--- src/rtl/rv32_mem_pkg.sv ---
// Shared definitions for the RV32 memory (M) stage and its writeback register.
//   - funct3 encodings for loads and stores
//   - ResultSrc writeback-mux encodings
//   - memory-cycle FSM state type and state constants
//   - default abort timeout for a stalled data-memory access
//   - the request bundle presented on the data-memory port
//   - helpers that classify funct3 / address combinations
package rv32_mem_pkg;

    localparam int TIMEOUT_CYCLES_DEFAULT = 16;

    // Load encodings
    localparam logic [2:0] F3_LB  = 3'b000;
    localparam logic [2:0] F3_LH  = 3'b001;
    localparam logic [2:0] F3_LW  = 3'b010;
    localparam logic [2:0] F3_LBU = 3'b100;
    localparam logic [2:0] F3_LHU = 3'b101;

    // Store encodings
    localparam logic [2:0] F3_SB  = 3'b000;
    localparam logic [2:0] F3_SH  = 3'b001;
    localparam logic [2:0] F3_SW  = 3'b010;

    // Writeback source select
    localparam logic [1:0] RES_ALU  = 2'b00;
    localparam logic [1:0] RES_MEM  = 2'b01;
    localparam logic [1:0] RES_PC4  = 2'b10;
    localparam logic [1:0] RES_ZERO = 2'b11;

    // Memory-cycle FSM
    typedef logic [0:0] state_t;
    localparam state_t ST_IDLE = 1'b0;
    localparam state_t ST_BUSY = 1'b1;

    // Everything the data-memory port needs, plus what the load path needs
    // to pick the right bytes once the read data arrives.
    typedef struct packed {
        logic        we;
        logic [31:0] addr;
        logic [3:0]  be;
        logic [31:0] wdata;
        logic [1:0]  lo;
        logic [2:0]  funct3;
    } mem_req_t;

    // Encodings that have no load/store meaning in RV32I.
    function automatic logic f3_unsupported(input logic [2:0] f3);
        return (f3 == 3'b011) || (f3 == 3'b110) || (f3 == 3'b111);
    endfunction

    // Halfword needs addr[0]=0, word needs addr[1:0]=0; bytes are always fine.
    function automatic logic is_misaligned(input logic [2:0] f3, input logic [1:0] lo);
        logic mis;
        case (f3[1:0])
            2'b01:   mis = lo[0];
            2'b10:   mis = (lo != 2'b00);
            default: mis = 1'b0;
        endcase
        return mis;
    endfunction

endpackage

--- src/rtl/load_extender.sv ---
// Load data alignment and extension.
//   rdata     in  32  raw word returned by data memory
//   addr      in  2   byte offset of the load within the word
//   funct3    in  3   load type (LB/LH/LW/LBU/LHU)
//   read_data out 32  value to be written back
// Purely combinational; unsupported funct3 yields zero.
module load_extender
    import rv32_mem_pkg::*;
(
    input  logic [31:0] rdata,
    input  logic [1:0]  addr,
    input  logic [2:0]  funct3,
    output logic [31:0] read_data
);

    logic [7:0]  byte_s;
    logic [15:0] half_s;

    // Select the addressed byte/halfword and extend it per load type
    always_comb begin
        byte_s    = 8'h00;
        half_s    = 16'h0000;
        read_data = 32'h0000_0000;
        case (addr)
            2'b00:   byte_s = rdata[7:0];
            2'b01:   byte_s = rdata[15:8];
            2'b10:   byte_s = rdata[23:16];
            2'b11:   byte_s = rdata[31:24];
            default: byte_s = 8'h00;
        endcase
        if (addr[1]) begin
            half_s = rdata[31:16];
        end else begin
            half_s = rdata[15:0];
        end
        case (funct3)
            F3_LB:   read_data = {{24{byte_s[7]}}, byte_s};
            F3_LH:   read_data = {{16{half_s[15]}}, half_s};
            F3_LW:   read_data = rdata;
            F3_LBU:  read_data = {24'h00_0000, byte_s};
            F3_LHU:  read_data = {16'h0000, half_s};
            default: read_data = 32'h0000_0000;
        endcase
    end

endmodule

--- src/rtl/memory_cycle.sv ---
// RV32 memory stage with data-memory handshake and M/W pipeline register.
//   clk, rst (async, active-low)
//   M-stage inputs : RegWriteM, MemWriteM, ResultSrcM, RD_M, funct3M,
//                    ALU_ResultM (address/result), WriteDataM, PCPlus4M
//   dmem port      : dmem_req/we/addr/be/wdata out, dmem_ready/rdata in
//   W-stage outputs: RegWriteW, RD_W, ResultSrcW, ALU_ResultW, ReadDataW,
//                    PCPlus4W, ResultW (writeback value)
//   status         : StallM (freezes F/D/E/M), MisalignW (one cycle),
//                    TimeoutErr (sticky until reset)
// An aligned load/store that is not acknowledged in its first cycle parks the
// FSM in BUSY, holds the request and stalls the pipeline; the W register
// receives bubbles until the access completes or times out.
module memory_cycle
    import rv32_mem_pkg::*;
#(
    parameter int TIMEOUT_CYCLES = TIMEOUT_CYCLES_DEFAULT
) (
    input  logic        clk,
    input  logic        rst,
    input  logic        RegWriteM,
    input  logic        MemWriteM,
    input  logic [1:0]  ResultSrcM,
    input  logic [4:0]  RD_M,
    input  logic [2:0]  funct3M,
    input  logic [31:0] ALU_ResultM,
    input  logic [31:0] WriteDataM,
    input  logic [31:0] PCPlus4M,
    output logic        dmem_req,
    output logic        dmem_we,
    output logic [31:0] dmem_addr,
    output logic [3:0]  dmem_be,
    output logic [31:0] dmem_wdata,
    input  logic        dmem_ready,
    input  logic [31:0] dmem_rdata,
    output logic        RegWriteW,
    output logic [4:0]  RD_W,
    output logic [1:0]  ResultSrcW,
    output logic [31:0] ALU_ResultW,
    output logic [31:0] ReadDataW,
    output logic [31:0] PCPlus4W,
    output logic [31:0] ResultW,
    output logic        StallM,
    output logic        MisalignW,
    output logic        TimeoutErr
);

    // Counter only has to hold 0..TIMEOUT_CYCLES-1: the last value aborts.
    localparam int CNT_W = (TIMEOUT_CYCLES < 2) ? 1 : $clog2(TIMEOUT_CYCLES);
    localparam logic [CNT_W-1:0] CNT_LAST = CNT_W'(TIMEOUT_CYCLES - 1);

    logic        is_store_s, is_load_s, mem_op_s, misalign_m_s, access_ok_s;
    mem_req_t    new_req_s, cur_req_s, req_d, req_q;
    state_t      state_d, state_q;
    logic [CNT_W-1:0] cnt_d, cnt_q;
    logic        stall_s, req_s, complete_s, timeout_s, misalign_s;
    logic [31:0] ext_data_s;

    logic        regwrite_w_d, regwrite_w_q;
    logic [4:0]  rd_w_d, rd_w_q;
    logic [1:0]  result_src_w_d, result_src_w_q;
    logic [31:0] alu_result_w_d, alu_result_w_q;
    logic [31:0] read_data_w_d, read_data_w_q;
    logic [31:0] pc_plus4_w_d, pc_plus4_w_q;
    logic [31:0] result_w_d, result_w_q;
    logic        misalign_w_d, misalign_w_q;
    logic        timeout_err_d, timeout_err_q;

    // Classify the M-stage op: store, load, or plain pass-through
    always_comb begin
        is_store_s   = MemWriteM;
        is_load_s    = (ResultSrcM == RES_MEM) && !MemWriteM;
        mem_op_s     = is_store_s || is_load_s;
        misalign_m_s = mem_op_s &&
                       (f3_unsupported(funct3M) || is_misaligned(funct3M, ALU_ResultM[1:0]));
        access_ok_s  = mem_op_s && !misalign_m_s;
    end

    // Build the request for the current M-stage op (lanes for stores)
    always_comb begin
        new_req_s        = '0;
        new_req_s.we     = MemWriteM;
        new_req_s.addr   = {ALU_ResultM[31:2], 2'b00};
        new_req_s.lo     = ALU_ResultM[1:0];
        new_req_s.funct3 = funct3M;
        new_req_s.be     = 4'b1111;
        new_req_s.wdata  = 32'h0000_0000;
        if (is_store_s) begin
            case (funct3M[1:0])
                2'b00: begin
                    new_req_s.be    = 4'b0001 << ALU_ResultM[1:0];
                    new_req_s.wdata = {4{WriteDataM[7:0]}};
                end
                2'b01: begin
                    new_req_s.be    = ALU_ResultM[1] ? 4'b1100 : 4'b0011;
                    new_req_s.wdata = {2{WriteDataM[15:0]}};
                end
                default: begin
                    new_req_s.be    = 4'b1111;
                    new_req_s.wdata = WriteDataM;
                end
            endcase
        end else begin
            new_req_s.be    = 4'b1111;
            new_req_s.wdata = 32'h0000_0000;
        end
    end

    // While BUSY the captured request drives the port so it cannot wander
    always_comb begin
        if (state_q == ST_BUSY) begin
            cur_req_s = req_q;
        end else begin
            cur_req_s = new_req_s;
        end
    end

    load_extender u_load_extender (
        .rdata     (dmem_rdata),
        .addr      (cur_req_s.lo),
        .funct3    (cur_req_s.funct3),
        .read_data (ext_data_s)
    );

    // FSM next state, BUSY cycle counter and handshake decisions
    always_comb begin
        state_d    = state_q;
        cnt_d      = cnt_q;
        req_d      = req_q;
        stall_s    = 1'b0;
        req_s      = 1'b0;
        complete_s = 1'b0;
        timeout_s  = 1'b0;
        misalign_s = 1'b0;
        case (state_q)
            ST_IDLE: begin
                if (access_ok_s) begin
                    req_s = 1'b1;
                    if (dmem_ready) begin
                        complete_s = 1'b1;
                    end else begin
                        stall_s = 1'b1;
                        state_d = ST_BUSY;
                        cnt_d   = '0;
                        req_d   = new_req_s;
                    end
                end else begin
                    misalign_s = misalign_m_s;
                end
            end
            ST_BUSY: begin
                req_s = 1'b1;
                if (dmem_ready) begin
                    complete_s = 1'b1;
                    state_d    = ST_IDLE;
                    cnt_d      = '0;
                end else if (cnt_q == CNT_LAST) begin
                    // Abort: release the pipeline with a non-writing result
                    timeout_s = 1'b1;
                    state_d   = ST_IDLE;
                    cnt_d     = '0;
                end else begin
                    stall_s = 1'b1;
                    cnt_d   = cnt_q + CNT_W'(1);
                end
            end
            default: begin
                state_d = ST_IDLE;
                cnt_d   = '0;
            end
        endcase
    end

    // Next W-register contents: bubble while stalled, else the M-stage op
    always_comb begin
        regwrite_w_d   = 1'b0;
        rd_w_d         = 5'd0;
        result_src_w_d = 2'b00;
        alu_result_w_d = 32'h0000_0000;
        read_data_w_d  = 32'h0000_0000;
        pc_plus4_w_d   = 32'h0000_0000;
        misalign_w_d   = 1'b0;
        result_w_d     = 32'h0000_0000;
        if (stall_s) begin
            regwrite_w_d = 1'b0;
            misalign_w_d = 1'b0;
        end else begin
            regwrite_w_d   = RegWriteM && !misalign_s && !timeout_s;
            rd_w_d         = RD_M;
            result_src_w_d = ResultSrcM;
            alu_result_w_d = ALU_ResultM;
            pc_plus4_w_d   = PCPlus4M;
            misalign_w_d   = misalign_s;
            if (complete_s && !cur_req_s.we) begin
                read_data_w_d = ext_data_s;
            end else begin
                read_data_w_d = 32'h0000_0000;
            end
        end
        case (result_src_w_d)
            RES_ALU:  result_w_d = alu_result_w_d;
            RES_MEM:  result_w_d = read_data_w_d;
            RES_PC4:  result_w_d = pc_plus4_w_d;
            RES_ZERO: result_w_d = 32'h0000_0000;
            default:  result_w_d = 32'h0000_0000;
        endcase
        timeout_err_d = timeout_err_q || timeout_s;
    end

    // State, counter, held request and W register
    always_ff @(posedge clk or negedge rst) begin
        if (!rst) begin
            state_q        <= ST_IDLE;
            cnt_q          <= '0;
            req_q          <= '0;
            regwrite_w_q   <= 1'b0;
            rd_w_q         <= 5'd0;
            result_src_w_q <= 2'b00;
            alu_result_w_q <= 32'h0000_0000;
            read_data_w_q  <= 32'h0000_0000;
            pc_plus4_w_q   <= 32'h0000_0000;
            result_w_q     <= 32'h0000_0000;
            misalign_w_q   <= 1'b0;
            timeout_err_q  <= 1'b0;
        end else begin
            state_q        <= state_d;
            cnt_q          <= cnt_d;
            req_q          <= req_d;
            regwrite_w_q   <= regwrite_w_d;
            rd_w_q         <= rd_w_d;
            result_src_w_q <= result_src_w_d;
            alu_result_w_q <= alu_result_w_d;
            read_data_w_q  <= read_data_w_d;
            pc_plus4_w_q   <= pc_plus4_w_d;
            result_w_q     <= result_w_d;
            misalign_w_q   <= misalign_w_d;
            timeout_err_q  <= timeout_err_d;
        end
    end

    // Reset gates the handshake combinationally so a pending BUSY request
    // disappears the moment rst falls, not at the next clock.
    assign dmem_req    = rst && req_s;
    assign StallM      = rst && stall_s;
    assign dmem_we     = cur_req_s.we;
    assign dmem_addr   = cur_req_s.addr;
    assign dmem_be     = cur_req_s.be;
    assign dmem_wdata  = cur_req_s.wdata;

    assign RegWriteW   = regwrite_w_q;
    assign RD_W        = rd_w_q;
    assign ResultSrcW  = result_src_w_q;
    assign ALU_ResultW = alu_result_w_q;
    assign ReadDataW   = read_data_w_q;
    assign PCPlus4W    = pc_plus4_w_q;
    assign ResultW     = result_w_q;
    assign MisalignW   = misalign_w_q;
    assign TimeoutErr  = timeout_err_q;

endmodule
--- config.mk ---
export PLATFORM = sky130hd
export DESIGN_NAME = memory_cycle
export DESIGN_NICKNAME = d
export VERILOG_FILES = /design/src/rtl/rv32_mem_pkg.sv /design/src/rtl/load_extender.sv /design/src/rtl/memory_cycle.sv
export SDC_FILE = /design/constraint.sdc
export NUM_CORES = 1
export LEC_CHECK = 0
export CAP_MARGIN = 15
export CORE_ASPECT_RATIO = 0.75
export CORE_MARGIN = 1.5
export CORE_UTILIZATION = 45
export DETAILED_ROUTE_END_ITERATION = 12
export PLACE_DENSITY = 0.8
export SETUP_SLACK_MARGIN = 0.2
export SYNTH_ARGS = -nofsm -noshare
export SYNTH_HDL_FRONTEND = slang
export SYNTH_SLANG_ARGS = --single-unit
export TNS_END_PERCENT = 20
--- constraint.sdc ---
create_clock -name clk -period 8.7 [get_ports clk]
set_input_delay 2.175 -clock clk [delete_from_list [all_inputs] [get_ports clk]]
set_output_delay 2.175 -clock clk [all_outputs]
set_load 0.05 [all_outputs]
[Yosys cells after proc, flatten, opt, wreduce, memory -nomap -nowiden]
Index checks and enable logic that the tools add are counted.
Storage, ports and cells
  register bits: 215
  bits in latches: 0
  memory bits (writable): 0
  ROM bits: 0
  output and inout port bits: 209
  word-level logic and storage cells: 102
  memories kept: 0
Cells by class
  $add $sub $neg: 1
  multiply operators: 0
  div/mod/pow operators: 0
  order comparisons: 0
  equality and inequality tests: 19
  shift-type cells: 1
  muxes and demuxes: 37
  bitwise logic cells: 2
  reductions and logical operators: 25
Operators by type and width (number)
  32-bit case mux with 5 select lines: 1
  32-bit two-way mux: 4
  32-bit case mux with 4 select lines: 1
  74-bit two-way mux: 1
  36-bit case mux with 2 select lines: 1
  36-bit two-way mux: 1
  8-bit case mux with 4 select lines: 1
  4-bit two-way mux: 5
  16-bit two-way mux: 1
  1-bit two-way mux: 14
  3-bit == test, second input constant: 4
  2-bit == test, second input constant: 5
  2-bit by 1-bit == test with 1-bit output, second input constant: 4
  1-bit logical AND: 8
  1-bit case mux with 2 select lines: 4
  4-bit case mux with 2 select lines: 1
  3-bit by 2-bit == test with 1-bit output, second input constant: 2
  2-bit logical NOT: 3
  1-bit logical NOT: 5
  1-bit logical OR: 5
  5-bit two-way mux: 1
  4-bit by 1-bit adder with 4-bit output, second input constant: 1
  4-bit == test, second input constant: 1
  2-bit inequality test, second input constant: 2
  8 further kinds: 9

[Longest topological paths before layout]
  depth after elaboration: 13
  gate-level depth with buffers: 11
  gate-level depth less buffers: 8

[Modules after synthesis]
Synthesis repeated with hierarchy kept, for this count alone.
Second synthesis, totals
  cell total of the unflattened synthesis: 1130
  area total of the unflattened synthesis: 11576.1 sq um
Modules (own cells, without submodules)
  memory_cycle: instances 1, cells each 1007, area each 10640.2 sq um, sequential area each 5380.2 sq um
  load_extender: instances 1, cells each 123, area each 935.9 sq um, sequential area each 0.0 sq um

[Worst setup path after synthesis]
No wires, ideal clock.
  kind: input to output
  start point: in funct3M[0]
  end point: out dmem_wdata[14]
  data arrival time: 4451 ps
  path slack: 2074 ps
  stages: 8
  path buffers: 3
  cell sequence: buf_2 > inv_1 > ha_1 > clkbuf_1 > clkbuf_1 > a22o_1 > nand2_1 > o21ai_0
Between the ends
  word-level cells in the longest chain between the ends: 4
  elaborated cells on any way between the ends: 5
  those cells by class: eq/ne: 1; mux: 3; reduce/logical: 1
RTL lines
  start: declaration: line memory_cycle.sv:24  | input logic [2:0] funct3M,
  2-bit by 1-bit == test with 1-bit output or 2-bit logical NOT (tied branches): line memory_cycle.sv:88  | case (funct3M[1:0])
  36-bit case mux with 2 select lines *: line memory_cycle.sv:88
  36-bit two-way mux *: line memory_cycle.sv:87  | if (is_store_s) begin
  74-bit two-way mux *: line memory_cycle.sv:110  | if (state_q == ST_BUSY) begin
  end: declaration: line memory_cycle.sv:32  | output logic [31:0] dmem_wdata,
Every way passes the cells marked *; elsewhere a longest branch is shown, timed or not.

[Worst setup path after layout]
  start point: in funct3M[0]
  end point: out dmem_wdata[25]
Same word-level chain as after synthesis.

==> flow_summary.yaml <==
synth:
  async_flop_share_pct: 100
  synth_adder_area_share_pct: 0.614
  synth_ff_type: "dfrtp_1"
  synth_compound_area_share_pct: 12.7
  avgSynthCellArea_um2: 10.7
  synth-xor-area-share_pct: 0
  seq_area_frac_synth_pct: 52.8
  ys_ff_latch: 215
  ys_warn_count: 0
  syn_area_mm2: 0.0102
  synth_top_family_by_area: "simple AND/OR/NAND/NOR gates"
  synth_edf_count: 0
  ys_types: 63
  synth_top_area_share_pct: 52.8
  syn-instance-count: 950
  yosys.area_share.simple_pct: 15.7
  synth.area.top_cells: "dfrtp_1 (53%), nand2_1 (5.7%), mux2_4 (5.5%), mux2_2 (5.4%), and2_1 (4.4%)"
  synth.area.mux_share_pct: 14.1
  synth_area_leader_cell: "dfrtp_1"
power:
  p_leak_nw: 6.31
  pwr-share-clk_pct: 30.4
  p_per_area_mw_per_mm2: 236
  switching_share_pct: 35.3
  p_seq_share_pct: 36.0
  p_int_mw: 2.23
  p_comb_share_pct: 33.7
  p_switching_mw: 1.22
  vdd_drop_max_uv: 174
cells_and_area:
  final_common_cell: "clkdlybuf4s50_1"
  area_growth_pct: 43.1
  most-common-layout-cells: "clkdlybuf4s50_1 (346), dfrtp_1 (214), nand2_1 (156)"
  final_nets: 1414
  drive_gt1_share_pct: 12.2
critical_path:
  path_class: "primary input to primary output"
  setup.worst_path.start_class: "primary input"
  crit_arrival_ns: 5.66
  regToRegSetupSlack_ns: 5.02
  r2r-start: "state_q$_DFF_PN0_"
  cp-end-kind: "primary output"
  crit_fanout: 18
  r2r_cells: 4
  reg2reg_to: "req_q[50]$_DFFE_PN0P_"
  critical_path_required_ns: 6.53
sta:
  finalCritPeriodShare_pct: 90.1
  worst_slack_ns: 0.861
  drv_slew: 0
  fin_setup_tns_ns: 0
  hold_viol: 0
  worst_slew_pin_slew_ns: 1.14
  period_needed_ns: 7.84
  slew_headroom_pct: 23.8
  rsz0062_at_grt: "no"
  setup_violations: 0
  holdWs_ns: 0.483
  fin_skew_ns: 0.0109
  fmax_mhz: 128
outcome:
  status: "finished clean"
min_path:
  hold_path.class: "flip-flop to flip-flop"
  hp-start: "req_q[8]$_DFFE_PN0P_"
  hold-path-cell-count: 2
  holdPathEnd: "req_q[8]$_DFFE_PN0P_"
clock_tree:
  postCtsHoldBufs: 0
  htree_levels: 1
  cts_made_buffers: 23
  cts_buffer_depth: 3
  clkLatencyLatePin_ns: 0.51
  cts_tree: "done"
  cts.sinks: 215
  root_buffer: "clkbuf_16"
  cts_resized: 0
  post_cts_buffers: 0
  path_clk_slew_ns: 0.06
drt:
  viasPerCell: 5.44
  drtIter0Drc: 709
  wirelength_um: 33600
  post_drt_wl_per_cell_um: 21.3
  firstDrtPassIters: 5
  final_antenna_net_count: 0
  dr_total_vias: 8573
  drcViolationCount: 0
grt:
  grt_pass1_vias: 8504
  grt_pass1_wl_um: 50600
  grtUsageTotal_pct: 28.1
  globalRouteMet3Util_pct: 6.79
  grt_busiest_layer: "met2"
  grt-ovfl-total: 0
  grt_antenna_before_repair: 1
  grt_max_degree: 87
  use_met1_pct: 37.9
  use_met2_pct: 44.7
die:
  rows: 47
  pin_count: 352
  core-area_mm2: 0.0222
  die_w_um: 177
  start_util_pct: 46.0
  die_area_mm2: 0.0236
  dieHeight_um: 133
placed_design:
  routabilityCongestion: 0.869
  numPortBuffers: 349
  pre_cts_slack_ns: 1.06
  dp_hpwl_um: 23700
flow_run:
  maxCapViolations: 0
-- routing by layer --
layer / part of all wire (%) / vias up
met4: 3.3 / 0
li1: - / 3910
met5: 0 / -
met1: 42 / 4183
met3: 8.3 / 65
met2: 46 / 415
-- critical path: stages --
cell and delay [ns]:
clkdlybuf4s50_1 0.71, inv_1 0.17, ha_1 0.49, nor2_1 0.67
nand2_1 0.18, nand2_1 0.12, nand2_1 0.07, o21ai_0 0.22
clkdlybuf4s50_1 0.84
-- final cells by class --
cell class,count,area (µm²)
multi-input cells,652,4400
inverters,15,56.3
flip-flops and latches,215,5380
repair buffers,359,3580
clock inverters,8,145
well taps,294,368
clock buffers,32,649
fillers,1687,7580
diodes,2,5.00
-- Yosys cell counts (2+ instances only) --
cell type and instances:
o21ai_1 32, a222oi_1 7, nand2_1 156, nor2b_1 5, or3_1 17, clkbuf_1 29
mux2i_1 28, a22oi_1 9, dfrtp_1 215, buf_2 22, a2111oi_4 2, a21o_1 2
a32o_1 2, inv_1 13, buf_4 3, o22ai_1 7, ha_1 5, and2_1 71
nor2_1 48, a2111oi_0 5, a21oi_2 2, a21oi_1 35, a22o_1 9, nor3b_2 2
o21ai_0 47, a211oi_1 10, buf_6 9, nand3_1 17, inv_2 2, mux2_4 37
a31oi_1 2, o221ai_1 9, mux2_2 49, nand2b_1 8, buf_1 6
-- stage by stage --
stage | instance area [µm²] | cells | total power [mW] | util [%]
2_1_floorplan | 10200 | 951 | 1.99 | -
5_1_grt | 14600 | 1576 | 3.57 | 65.8
6_report | 14600 | 1577 | 3.44 | 65.8
3_3_place_gp | 13800 | 1535 | 2.39 | 62.2
3_5_place_dp | 13800 | 1535 | 2.41 | 62.2
4_1_cts | 14600 | 1575 | 3.46 | 65.8
-- how the worst max path moves through the flow --
| stage | to | slack [ns] | from |
|---|---|---|---|
| 2_1_floorplan | dmem_wdata[14] | 2.07 | funct3M[0] |
| 3_3_place_gp | dmem_wdata[31] | 1.18 | funct3M[0] |
| 3_5_place_dp | dmem_be[1] | 1.06 | funct3M[0] |
| 4_1_cts | dmem_wdata[25] | 0.99 | funct3M[0] |
| 5_1_grt | dmem_wdata[25] | 0.73 | funct3M[0] |
| 6_report | dmem_wdata[25] | 0.86 | funct3M[0] |
-- cell families (layout without fill, tap and decap cells) --
kind of cell	count (synthesis)	after routing
fa+ha+maj	5	5
other cells	1	4
simple gates	336	336
flops	215	215
buf+inv	84	414
compound gates	192	192
mux	117	117
-- power by group through the flow --
stage / Clock, mW / Combinational (mW) / Sequential, mW
5_1_grt: 1.10 / 1.22 / 1.25
4_1_cts: 1.06 / 1.16 / 1.24
3_3_place_gp: 0 / 1.14 / 1.24
3_5_place_dp: 0 / 1.16 / 1.25
6_report: 1.05 / 1.16 / 1.24
2_1_floorplan: 0 / 0.573 / 1.42
-- state kept, by name (all words and copies together) (netlist names) --
name and cells:
MisalignW 1, req_q 72, ALU_ResultW 32, ResultSrcW 2, ReadDataW 32, state_q 1
RD_W 5, ResultW 32, RegWriteW 1, TimeoutErr 1, cnt_q 4, PCPlus4W 32
(Power assumes the default switching activity.)
